`config.mk`:
```
export PLATFORM = sky130hd
export DESIGN_NAME = s_acq_sel_nch
export DESIGN_NICKNAME = d
export VERILOG_FILES = /design/src/rtl/s_acq_pkg.sv /design/src/rtl/s_acq_chmux.sv /design/src/rtl/s_acq_sel_nch.sv
export SDC_FILE = /design/constraint.sdc
export NUM_CORES = 1
export LEC_CHECK = 0
export CAP_MARGIN = 20
export CELL_PAD_IN_SITES_DETAIL_PLACEMENT = 1
export CELL_PAD_IN_SITES_GLOBAL_PLACEMENT = 1
export CORE_MARGIN = 2
export CORE_UTILIZATION = 35
export CTS_CLUSTER_DIAMETER = 50
export CTS_CLUSTER_SIZE = 12
export DETAILED_ROUTE_END_ITERATION = 12
export GPL_TIMING_DRIVEN = 0
export PLACE_DENSITY_LB_ADDON = 0.2
export SLEW_MARGIN = 20
export SYNTH_ARGS = -nofsm -noshare
export SYNTH_HDL_FRONTEND = slang
export SYNTH_HIERARCHICAL = 1
export SYNTH_SLANG_ARGS = --single-unit
export TNS_END_PERCENT = 100
```
`constraint.sdc`:
```
create_clock -name clk_sys_i -period 2.1 [get_ports clk_sys_i]
set_input_delay 0.525 -clock clk_sys_i [delete_from_list [all_inputs] [get_ports clk_sys_i]]
set_output_delay 0.525 -clock clk_sys_i [all_outputs]
set_load 0.05 [all_outputs]
```
`src/rtl/s_acq_pkg.sv`:
```
// Shared state encoding and counter sizing for the N-channel acquisition selector.
package s_acq_pkg;

    typedef enum logic [1:0] {
        ST_ACTIVE = 2'd0,
        ST_DRAIN  = 2'd1,
        ST_FLUSH  = 2'd2
    } state_e;

    localparam int DRAIN_MAX_DEF = 1023;
    localparam int RST_CYC_DEF   = 4;

    // Bits needed to hold 0..max_val; never less than one bit.
    function automatic int cnt_w(input int max_val);
        return (max_val < 2) ? 1 : $clog2(max_val + 1);
    endfunction

endpackage

```
`src/rtl/s_acq_chmux.sv`:
```
// Combinational N_CH-to-1 slice select of the packed per-channel control buses.
module s_acq_chmux #(
    parameter int N_CH    = 2,
    parameter int SEL_W   = 2,
    parameter int ACQ_W   = 16,
    parameter int STRIP_W = 12
) (
    input  logic [SEL_W-1:0]        sel_i,
    input  logic [N_CH-1:0]         load_i,
    input  logic [N_CH-1:0]         rst_i,
    input  logic [N_CH*ACQ_W-1:0]   acqnum_i,
    input  logic [N_CH*STRIP_W-1:0] stripnum_i,
    output logic                    load_o,
    output logic                    rst_o,
    output logic [ACQ_W-1:0]        acqnum_o,
    output logic [STRIP_W-1:0]      stripnum_o
);

    always_comb begin
        load_o     = 1'b0;
        rst_o      = 1'b0;
        acqnum_o   = '0;
        stripnum_o = '0;
        for (int i = 0; i < N_CH; i++) begin
            if (sel_i == SEL_W'(i)) begin
                load_o     = load_i[i];
                rst_o      = rst_i[i];
                acqnum_o   = acqnum_i[i*ACQ_W +: ACQ_W];
                stripnum_o = stripnum_i[i*STRIP_W +: STRIP_W];
            end
        end
    end

endmodule

```
`src/rtl/s_acq_sel_nch.sv`:
```
// Registered N-channel acquisition-control selector with drain-then-flush switchover.
module s_acq_sel_nch
    import s_acq_pkg::*;
#(
    parameter int N_CH      = 2,
    parameter int SEL_W     = 2,
    parameter int ACQ_W     = 16,
    parameter int STRIP_W   = 12,
    parameter int RST_CYC   = RST_CYC_DEF,
    parameter int DRAIN_MAX = DRAIN_MAX_DEF
) (
    input  logic                    clk_sys_i,
    input  logic                    rst_n_i,
    input  logic [SEL_W-1:0]        change_i,
    input  logic                    acq_busy_i,
    input  logic [N_CH-1:0]         s_loadin_i,
    input  logic [N_CH-1:0]         s_rstin_i,
    input  logic [N_CH*ACQ_W-1:0]   s_acqnumin_i,
    input  logic [N_CH*STRIP_W-1:0] s_stripnumin_i,
    output logic                    s_load_o,
    output logic                    s_rst_o,
    output logic [ACQ_W-1:0]        s_acqnum_o,
    output logic [STRIP_W-1:0]      s_stripnum_o,
    output logic [SEL_W-1:0]        active_ch_o,
    output logic                    switching_o,
    output logic                    sel_err_o,
    output logic                    drain_timeout_o
);

    localparam int DCW = cnt_w(DRAIN_MAX);
    localparam int FCW = cnt_w(RST_CYC);

    state_e             state_q, state_d;
    logic [SEL_W-1:0]   act_q, act_d, tgt_q, tgt_d;
    logic [DCW-1:0]     dcnt_q, dcnt_d;
    logic [FCW-1:0]     fcnt_q, fcnt_d;
    logic               load_q, load_d, rst_q, rst_d, err_q, err_d, to_q, to_d;
    logic [ACQ_W-1:0]   acq_q, acq_d;
    logic [STRIP_W-1:0] strip_q, strip_d;

    logic               mux_load, mux_rst;
    logic [ACQ_W-1:0]   mux_acq;
    logic [STRIP_W-1:0] mux_strip;
    logic               chg_vld;

    s_acq_chmux #(
        .N_CH   (N_CH),
        .SEL_W  (SEL_W),
        .ACQ_W  (ACQ_W),
        .STRIP_W(STRIP_W)
    ) u_chmux (
        .sel_i     (act_q),
        .load_i    (s_loadin_i),
        .rst_i     (s_rstin_i),
        .acqnum_i  (s_acqnumin_i),
        .stripnum_i(s_stripnumin_i),
        .load_o    (mux_load),
        .rst_o     (mux_rst),
        .acqnum_o  (mux_acq),
        .stripnum_o(mux_strip)
    );

    assign chg_vld = (int'(change_i) < N_CH);

    always_comb begin
        state_d = state_q;
        act_d   = act_q;
        tgt_d   = tgt_q;
        dcnt_d  = dcnt_q;
        fcnt_d  = fcnt_q;
        load_d  = mux_load;
        rst_d   = mux_rst;
        acq_d   = mux_acq;
        strip_d = mux_strip;
        err_d   = 1'b0;
        to_d    = 1'b0;
        case (state_q)
            ST_ACTIVE: begin
                if (!chg_vld) begin
                    err_d = 1'b1;
                end else if (change_i != act_q) begin
                    tgt_d   = change_i;
                    dcnt_d  = '0;
                    state_d = ST_DRAIN;
                end
            end
            ST_DRAIN: begin
                load_d  = 1'b0;
                rst_d   = rst_q;
                acq_d   = acq_q;
                strip_d = strip_q;
                if (!chg_vld) err_d = 1'b1;
                else          tgt_d = change_i;
                // Abort outranks both busy-low and timeout in the same cycle.
                if (chg_vld && change_i == act_q) begin
                    state_d = ST_ACTIVE;
                end else if (!acq_busy_i || dcnt_q == DCW'(DRAIN_MAX)) begin
                    to_d    = acq_busy_i;
                    act_d   = tgt_d;
                    fcnt_d  = '0;
                    state_d = ST_FLUSH;
                end else begin
                    dcnt_d = dcnt_q + DCW'(1);
                end
            end
            ST_FLUSH: begin
                load_d = 1'b0;
                rst_d  = 1'b1;
                if (fcnt_q == FCW'(RST_CYC - 1)) state_d = ST_ACTIVE;
                else                             fcnt_d  = fcnt_q + FCW'(1);
            end
            default: state_d = ST_ACTIVE;
        endcase
    end

    always_ff @(posedge clk_sys_i or negedge rst_n_i) begin
        if (!rst_n_i) begin
            state_q <= ST_ACTIVE;
            act_q   <= '0;
            tgt_q   <= '0;
            dcnt_q  <= '0;
            fcnt_q  <= '0;
            load_q  <= 1'b0;
            rst_q   <= 1'b0;
            acq_q   <= '0;
            strip_q <= '0;
            err_q   <= 1'b0;
            to_q    <= 1'b0;
        end else begin
            state_q <= state_d;
            act_q   <= act_d;
            tgt_q   <= tgt_d;
            dcnt_q  <= dcnt_d;
            fcnt_q  <= fcnt_d;
            load_q  <= load_d;
            rst_q   <= rst_d;
            acq_q   <= acq_d;
            strip_q <= strip_d;
            err_q   <= err_d;
            to_q    <= to_d;
        end
    end

    assign s_load_o        = load_q;
    assign s_rst_o         = rst_q;
    assign s_acqnum_o      = acq_q;
    assign s_stripnum_o    = strip_q;
    assign active_ch_o     = act_q;
    assign switching_o     = (state_q != ST_ACTIVE);
    assign sel_err_o       = err_q;
    assign drain_timeout_o = to_q;

endmodule
```
==> impl_results.md, run 1 <==
* Fin cells at 499
* Critical Path Max Stage Delay at 0.83 ns
* Seq/Total Area, Yosys at a little over two fifths
* Sw Share at 48.2%
* RR Startpoint: state_q[1]
* Fin crit period at 2.02 ns
* Final net count at 465
* Power share of the combinational group at 65.1%
* Ys async rst share at 100%
* Layout filler cell count at between 900 and 1k
* Die Ht at about 96 µm
* Share of layout cells above drive strength 1 at 18.0%
* Net Count, Synth at about 360
* Worst r2r path cells at 8
* Post-route cell area at 4250 µm²
* Max Cap Viol at 0
* IO Count at 100
* Clock root cell: clkbuf_8
* Worst-Skew Late Latency at between 0.3 and 0.4 ns
* Peak Freq at 0.494 GHz
* Final GP Congestion at 0.785
* PortBufs at 98
* CP startpoint: s_acqnum_o[15]
* Critical path's slowest cell: clkdlybuf4s50_1
* Net Sw Power at 0.00316 W
* Synth Area in Compound Gates at 8.93%
* Longest Clk Path Bufs at 2
* Sequential Power Share at between 20% and 30%
* Largest net degree at the start of global routing at 52
* Residual DRC at 0
* Via Count at 2531
* WP depth at 1
* DP Cell Count at 487
* Worst rel slew slack at a little over half
* Core footprint at between 8000 and 9000 µm²
* Leak at around 1.8 nW
* Initial antenna violation count at 0
* Crit Path Max Fanout at 2
* Area Growth Syn to Fin at 43.9%
* Grt ovf at 0
* Yosys cell types at 45
* Total die area at slightly above 9000 µm²
* Top delay family on crit path: buffers and inverters
* CTS tree: built
* CP Cell Sequence: clkdlybuf4s50_1
* Antenna-violating nets left at 0
* RSZ-0062 raised after global routing: no
* End of the critical path: s_acqnum_o[15]
* Mean post-synth cell area at ~10 µm²
* Post-DP HPWL at 6.26 mm
* Vias in the first global route at 2622
* FF+latch count, synth at 51
* TritonCTS Sinks at 51
* Crit path buf inv count at 1
* Mapped Area at 2960 µm²
* Worst r2r dst: dcnt_q[7]
* 1st-iter DRT viols at between 50 and 60
* Pins Over Slew Limit at 0
* Flop-to-flop setup slack at 0.13 ns
* Row count at 33
* Worst Path Required at 1.57 ns
* Detail-routed via count per cell at 5.07
* Chip Width at between 90 and 100 µm
* Total CTS buffers at 5
* HP Class: input pin to asynchronous set/reset pin
* Commonest non-fill, non-tap cell in the layout: clkdlybuf4s50_1
* Largest family of logic cells by synthesized area: multiplexers
* Final setup fails at 0
* Clock skew at 0.00949 ns
* Starting Density at 36.0%
* Mapped Cells at 284
* First-pass GRT wire length at 12.9 mm
* Hold Fails Final Rpt at 0
* Post-synth EDFFs at 0
* Clock Power Share at 8.9%
* CTS hold repair buffers at 0
* Critical Path AT at 1.50 ns
* Fraction of synthesized area in multiplexers at 22.2%
* ANT cells at 0
* Final design utilization at 51.8%
* Commonest non-fill, non-tap cells in the layout: clkdlybuf4s50_1, dfrtp_1, nor2_1, mux2i_1, mux2_2
* Post-Synth Adder-Cell Area at 2.54%
* VDD IR-drop max at around 0.65 mV
* Xor/xnor share of the synthesized area at 0.550%
* Status: finished, final reports clean
* Simple-gate share of the synthesized area at 17.6%
* Tot GR Track Use at 18.3%
* Final worst-path cycle share at 96.4%
* Worst-Margin Slew at about 0.68 ns
* Internal Power at between 0.003 and 0.004 W
* H-tree Lvls at 2
* Wirelength, routed at 8.30 mm
* Crit. End Element: primary output
* DP Area at a little over 4000 µm²
* Synth warn at 6
* Kind of critical path: register to primary output
* Clock-pin slew on the worst setup and hold paths at 0.09 ns
* Final Power at 0.00655 W
* Post-synth top flop: dfrtp_1
* Pwr dens at 1540 nW/µm²
* Post-DR wirelength/cell at 16.6 µm
* Pre-antenna DRT Iters at 4
* Worst setup SP type: register
[worst min-delay path by stage]
stage,start,end,slack [ns],cells past startpoint
2_1_floorplan,rst_n_i,active_ch_o[0],0.23,0
3_3_place_gp,s_rst_o,s_rst_o,0.48,2
3_5_place_dp,state_q[1],sel_err_o,0.49,1
4_1_cts,rst_n_i,drain_timeout_o,0.28,1
5_1_grt,rst_n_i,state_q[0],0.30,1
6_report,rst_n_i,fcnt_q[0],0.24,1
[flip-flops by register name, summed over array words and instances, names as in the netlist, 2 cells and up]
signal and cells:
s_acqnum_o 16, s_stripnum_o 12, dcnt_q 10, fcnt_q 3, active_ch_o 2, state_q 2, tgt_q 2
[cells by family after synthesis]
group | after synthesis
muxes | 62
buffers and inverters | 22
AOI/OAI and AO/OA | 37
adders and majority gates | 6
xor gates and xnor gates | 1
DFF | 51
and+or+nand+nor | 105
[per-stage QoR]
step | setup WS (ns) | setup TNS [ns] | hold slack, ns
2_1_floorplan | 0.00354 | 0 | 0.229
3_3_place_gp | -1.18 | -66.66 | 0.477
3_5_place_dp | -0.419 | -8.46 | 0.487
4_1_cts | 0.0244 | 0 | 0.278
5_1_grt | 0.00848 | 0 | 0.300
6_report | 0.0756 | 0 | 0.237
[Yosys cell counts (2+ instances only)]
| library cell | instances | share of area, % |
|---|---|---|
| dfrtp_1 | 51 | 43 |
| nor2_1 | 40 | 5.1 |
| mux2i_1 | 33 | 11 |
| mux2_2 | 29 | 11 |
| nand2_1 | 22 | 2.8 |
| nand3_1 | 12 | 2.0 |
| o21ai_0 | 9 | 1.5 |
| a21oi_1 | 7 | 1.2 |
| clkbuf_1 | 7 | 0.89 |
| ha_1 | 6 | 2.5 |
| inv_1 | 6 | 0.76 |
| nor2b_1 | 4 | 0.85 |
| nor3_1 | 4 | 0.68 |
| nor4_1 | 4 | 0.85 |
| a31oi_1 | 3 | 0.63 |
| buf_1 | 3 | 0.38 |
| buf_12 | 3 | 2.0 |
| nand2b_1 | 3 | 0.63 |
| o211ai_1 | 3 | 0.76 |
| o31ai_1 | 3 | 0.76 |
| or4_1 | 3 | 0.76 |
| a22o_1 | 2 | 0.59 |
| buf_6 | 2 | 0.76 |
| o311ai_1 | 2 | 0.59 |
| or2_2 | 2 | 0.42 |
| or3_1 | 2 | 0.42 |
[routing by layer]
metal | vias to the layer above | wire (µm) | global-route usage [%]
li1 | 1226 | - | -
met1 | 1249 | 3350 | 22.4
met2 | 50 | 4510 | 32.9
met3 | 6 | 358 | 3.52
met4 | 0 | 72 | 4.64
met5 | - | 0 | 0
[power groups by stage]
| stage | clock network (W) | logic (W) | registers [W] |
|---|---|---|---|
| global placement | 0 | 0.00412 | 0.00168 |
| floorplan | 0 | 0.00180 | 0.00274 |
| finish | 0.000582 | 0.00426 | 0.00170 |
| global route | 0.000650 | 0.00458 | 0.00176 |
| CTS | 0.000612 | 0.00421 | 0.00169 |
| detailed placement | 0 | 0.00419 | 0.00171 |
[repair_timing]
action | 4_1_cts | 5_1_grt
pin swaps | 1 | 1
setup endpoints to repair | 42 | 39
gates resized for setup | 13 | 16
setup buffers | 1 | 4
[final cells by class]
type	instances	area, µm²	area share (%)
multi-input combinational	211	1590	37.4
sequential	51	1280	30.0
timing repair buffer	103	1010	23.7
buffer	16	135	3.18
tap	105	131	3.09
clock buffer	6	82.6	1.94
inverter	6	22.5	0.529
clock inverter	1	5.00	0.118
Note: power is estimated with default switching activity, not from simulation.
==> inputs of run 2 (changes only) <==
Settings changed: ABC_AREA set to 1, CORE_UTILIZATION 35 to 32.
==> run 2 against run 1 <==
Net effect:
- hold slack worse by 0.0050 ns
- total power down 8.7%
- critical path depth unchanged
- clock skew down 0.0046 ns
- via count up 20%
- first-iteration DRC count up 31%
- utilization down 4.6 points
- die area up 8.0%
==> impl_results.md, run 2 <==
* Post-DP HPWL at 7.01 mm (+12%)
* Max Cap Viol at 0 (unchanged)
* Critical path's slowest cell: clkdlybuf4s50_1
* Row count at 34 (+3.0%)
* Top delay family on crit path: buffers and inverters
* Critical Path AT at 1.53 ns (+0.03 ns)
* Yosys cell types at 26 (-42%)
* Status: finished, final reports clean
* Worst r2r path cells at 8 (unchanged)
* DP Area at 4050 µm² (-0.31%)
* Setup Fix Bufs, Post-CTS at 0 (-1)
* Starting Density at 33.3% (-2.7 points)
* Flop-to-flop setup slack at 0.28 ns (+0.15 ns)
* Hold Fails Final Rpt at 0 (unchanged)
* Kind of critical path: register to primary output
* Initial antenna violation count at 0 (unchanged)
* Post-synth top flop: dfrtp_1
* TritonCTS Sinks at 51 (unchanged)
* Multi-input gate area at 1470 µm² (-7.9%)
* CP Cell Sequence: clkdlybuf4s50_1
* Mean post-synth cell area at 7.13 µm² (-32%)
* Worst Path Required at 1.57 ns (about the same)
* Crit. End Element: primary output
* Mapped Cells at 411 (+45%)
* Core footprint at 8810 µm² (+7.2%)
* Post-DR wirelength/cell at 14.7 µm (-12%)
* CTS hold repair buffers at 0 (unchanged)
* Total CTS buffers at 5 (unchanged)
* HP Class: input pin to asynchronous set/reset pin
* Pins Over Slew Limit at 0 (unchanged)
* Final setup TNS at 0 ns (unchanged)
* Net Count, Synth at 482 (+36%)
* Worst-Skew Late Latency at 0.31 ns (about the same)
* Die Ht at 99.7 µm (+3.9%)
* Worst setup SP type: register
* Clock-pin slew on the worst setup and hold paths at 0.10 ns (about the same)
* IO Count at 100 (unchanged)
* Final net count at 588 (+26%)
* Total die area at 9940 µm² (+8.0%)
* Pwr dens at 1440 nW/µm² (-6.5%)
* First-pass GRT wire length at 15.2 mm (+18%)
* RR Startpoint: state_q[1]
* Place WS at -0.188 ns (+0.231 ns)
* Final GP Congestion at 0.757 (-3.5%)
* CTS tree: built
* CP startpoint: s_stripnum_o[11]
* Commonest non-fill, non-tap cell in the layout: nand2_1
* ANT cells at 0 (unchanged)
* Peak Freq at 0.488 GHz (-1.3%)
* Longest Clk Path Bufs at 2 (unchanged)
* Pre-antenna DRT Iters at 4 (unchanged)
* Detail-routed via count per cell at 4.84 (-4.6%)
* Tot GR Track Use at 19.2% (+0.95 points)
* Post-synth EDFFs at 0 (unchanged)
* H-tree Lvls at 2 (unchanged)
* Mapped Area at 2930 µm² (-0.89%)
* Crit Path Max Fanout at 2 (unchanged)
* Final setup fails at 0 (unchanged)
* Crit path buf inv count at 1 (unchanged)
* Seq/Total Area, Yosys at 43.6% (+0.39 points)
* Ys async rst share at 100% (unchanged)
* Clock skew at 0.00489 ns (-0.00460 ns)
* VDD IR-drop max at 0.662 mV (+1.1%)
* Largest net degree at the start of global routing at 52 (unchanged)
* PortBufs at 99 (+1.0%)
* Antenna-violating nets left at 0 (unchanged)
* Chip Width at 99.7 µm (+3.9%)
* Wirelength, routed at 9.21 mm (+11%)
* Largest register FFs at 16 (unchanged)
* FF+latch count, synth at 51 (unchanged)
* Worst rel slew slack at 54.3% (-0.37 points)
* Post-route cell area at 4150 µm² (-2.4%)
* Final worst-path cycle share at 97.7% (+1.3 points)
* Residual DRC at 0 (unchanged)
* Critical Path Max Stage Delay at 0.85 ns (+0.02 ns)
* Commonest non-fill, non-tap cells in the layout: nand2_1, clkdlybuf4s50_1, nand3_1, dfrtp_1, inv_1
* Register area at 1280 µm² (about the same)
* Hold slack final at 0.232 ns (-0.00503 ns)
* 1st-iter DRT viols at 68 (+31%)
* Post-synth top area cell: dfrtp_1
* Area fraction of the dominant cell type after synthesis at 43.6% (+0.39 points)
* Leak at 2.16 nW (+20%)
* Clock root cell: clkbuf_8
* Vias in the first global route at 3290 (+25%)
* Worst-Margin Slew at 0.686 ns (+0.00558 ns)
* Synth warn at 6 (unchanged)
* Share of layout cells above drive strength 1 at 7.14% (-11 points)
* Grt ovf at 0 (unchanged)
* Worst r2r dst: fcnt_q[0]
* Via Count at 3030 (+20%)
* Final Power at 0.00598 W (-8.7%)
* Layout filler cell count at 1127 (+23%)
* Area Growth Syn to Fin at 41.7%
* Synth area leaders: dfrtp_1, nand2_1, nand3_1
* Most numerous cell in the Yosys netlist: nand2_1
* Slack of the critical path at 0.0490 ns (-0.0266 ns)
* Fin crit period at 2.05 ns (+0.0266 ns)
* RSZ-0062 raised after global routing: no
* Most frequent cells after synthesis: nand2_1, nand3_1, dfrtp_1
==> run 2: changes by cell type after synthesis, sizes merged, moves of 4 or more <==
| cell | before | now |
|---|---|---|
| buf | 9 | 13 |
| inv | 6 | 31 |
| mux2 | 29 | 0 |
| mux2i | 33 | 0 |
| nand2 | 22 | 206 |
| nand3 | 12 | 56 |
| nand4 | 1 | 11 |
| nor2 | 40 | 18 |
| nor2b | 4 | 0 |
| nor3 | 5 | 0 |
| nor4 | 4 | 0 |
| o21ai | 10 | 5 |
| o31ai | 4 | 0 |
==> run 2: area by class of cell <==
class	count	area share (%)
buffer	18	2.02
clock buffer	5	1.66
clock inverter	3	0.362
inverter	31	2.86
multi-input combinational	311	35.3
sequential	51	30.7
tap	108	3.25
timing repair buffer	99	23.8
==> run 2: worst max-delay path by stage <==
stage,endpoint,slack [ns],cells after the start
2_1_floorplan,dcnt_q[4],0.49,7
5_1_grt,s_acqnum_o[9],0.003,1
6_report,s_stripnum_o[11],0.05,1
3_3_place_gp,s_acqnum_o[12],-1.21,1
3_5_place_dp,dcnt_q[6],-0.19,10
4_1_cts,switching_o,0.03,4
==> run 2: cells by family (layout without fill, tap and decap cells) <==
family	after synthesis	in the layout	synth area share, %
AOI/OAI and AO/OA	10	10	2.18
DFF	51	51	43.6
buffers and inverters	49	156	6.87
and+or+nand+nor	292	292	43.9
adders and majority gates	6	6	2.56
xor gates and xnor gates	3	3	0.897
==> run 2: power breakdown <==
part           switching, W  internal (W)
logic               0.00265       0.00119
registers          0.000226       0.00134
clock network      0.000346      0.000229
==> run 2: layer usage <==
layer	vias to the layer above	track usage [%]	part of all wire, %
li1	1494	-	-
met5	-	0	0
met3	12	6.18	6.8
met4	0	6.22	1.6
met2	72	34.1	49
met1	1452	21.9	42
==> run 2: timing repair <==
item	4_1_cts	5_1_grt
endpoints found under the setup margin	3	8
gates cloned	0	0
pin swaps	0	0
gates resized for setup	6	4
==> run 2: through the flow <==
stage	instances	util, %
final	626	47.2
after global routing	626	47.2
after CTS	626	47.0
after detailed placement	618	46.0
after global placement	618	46.1
after floorplan	411	-
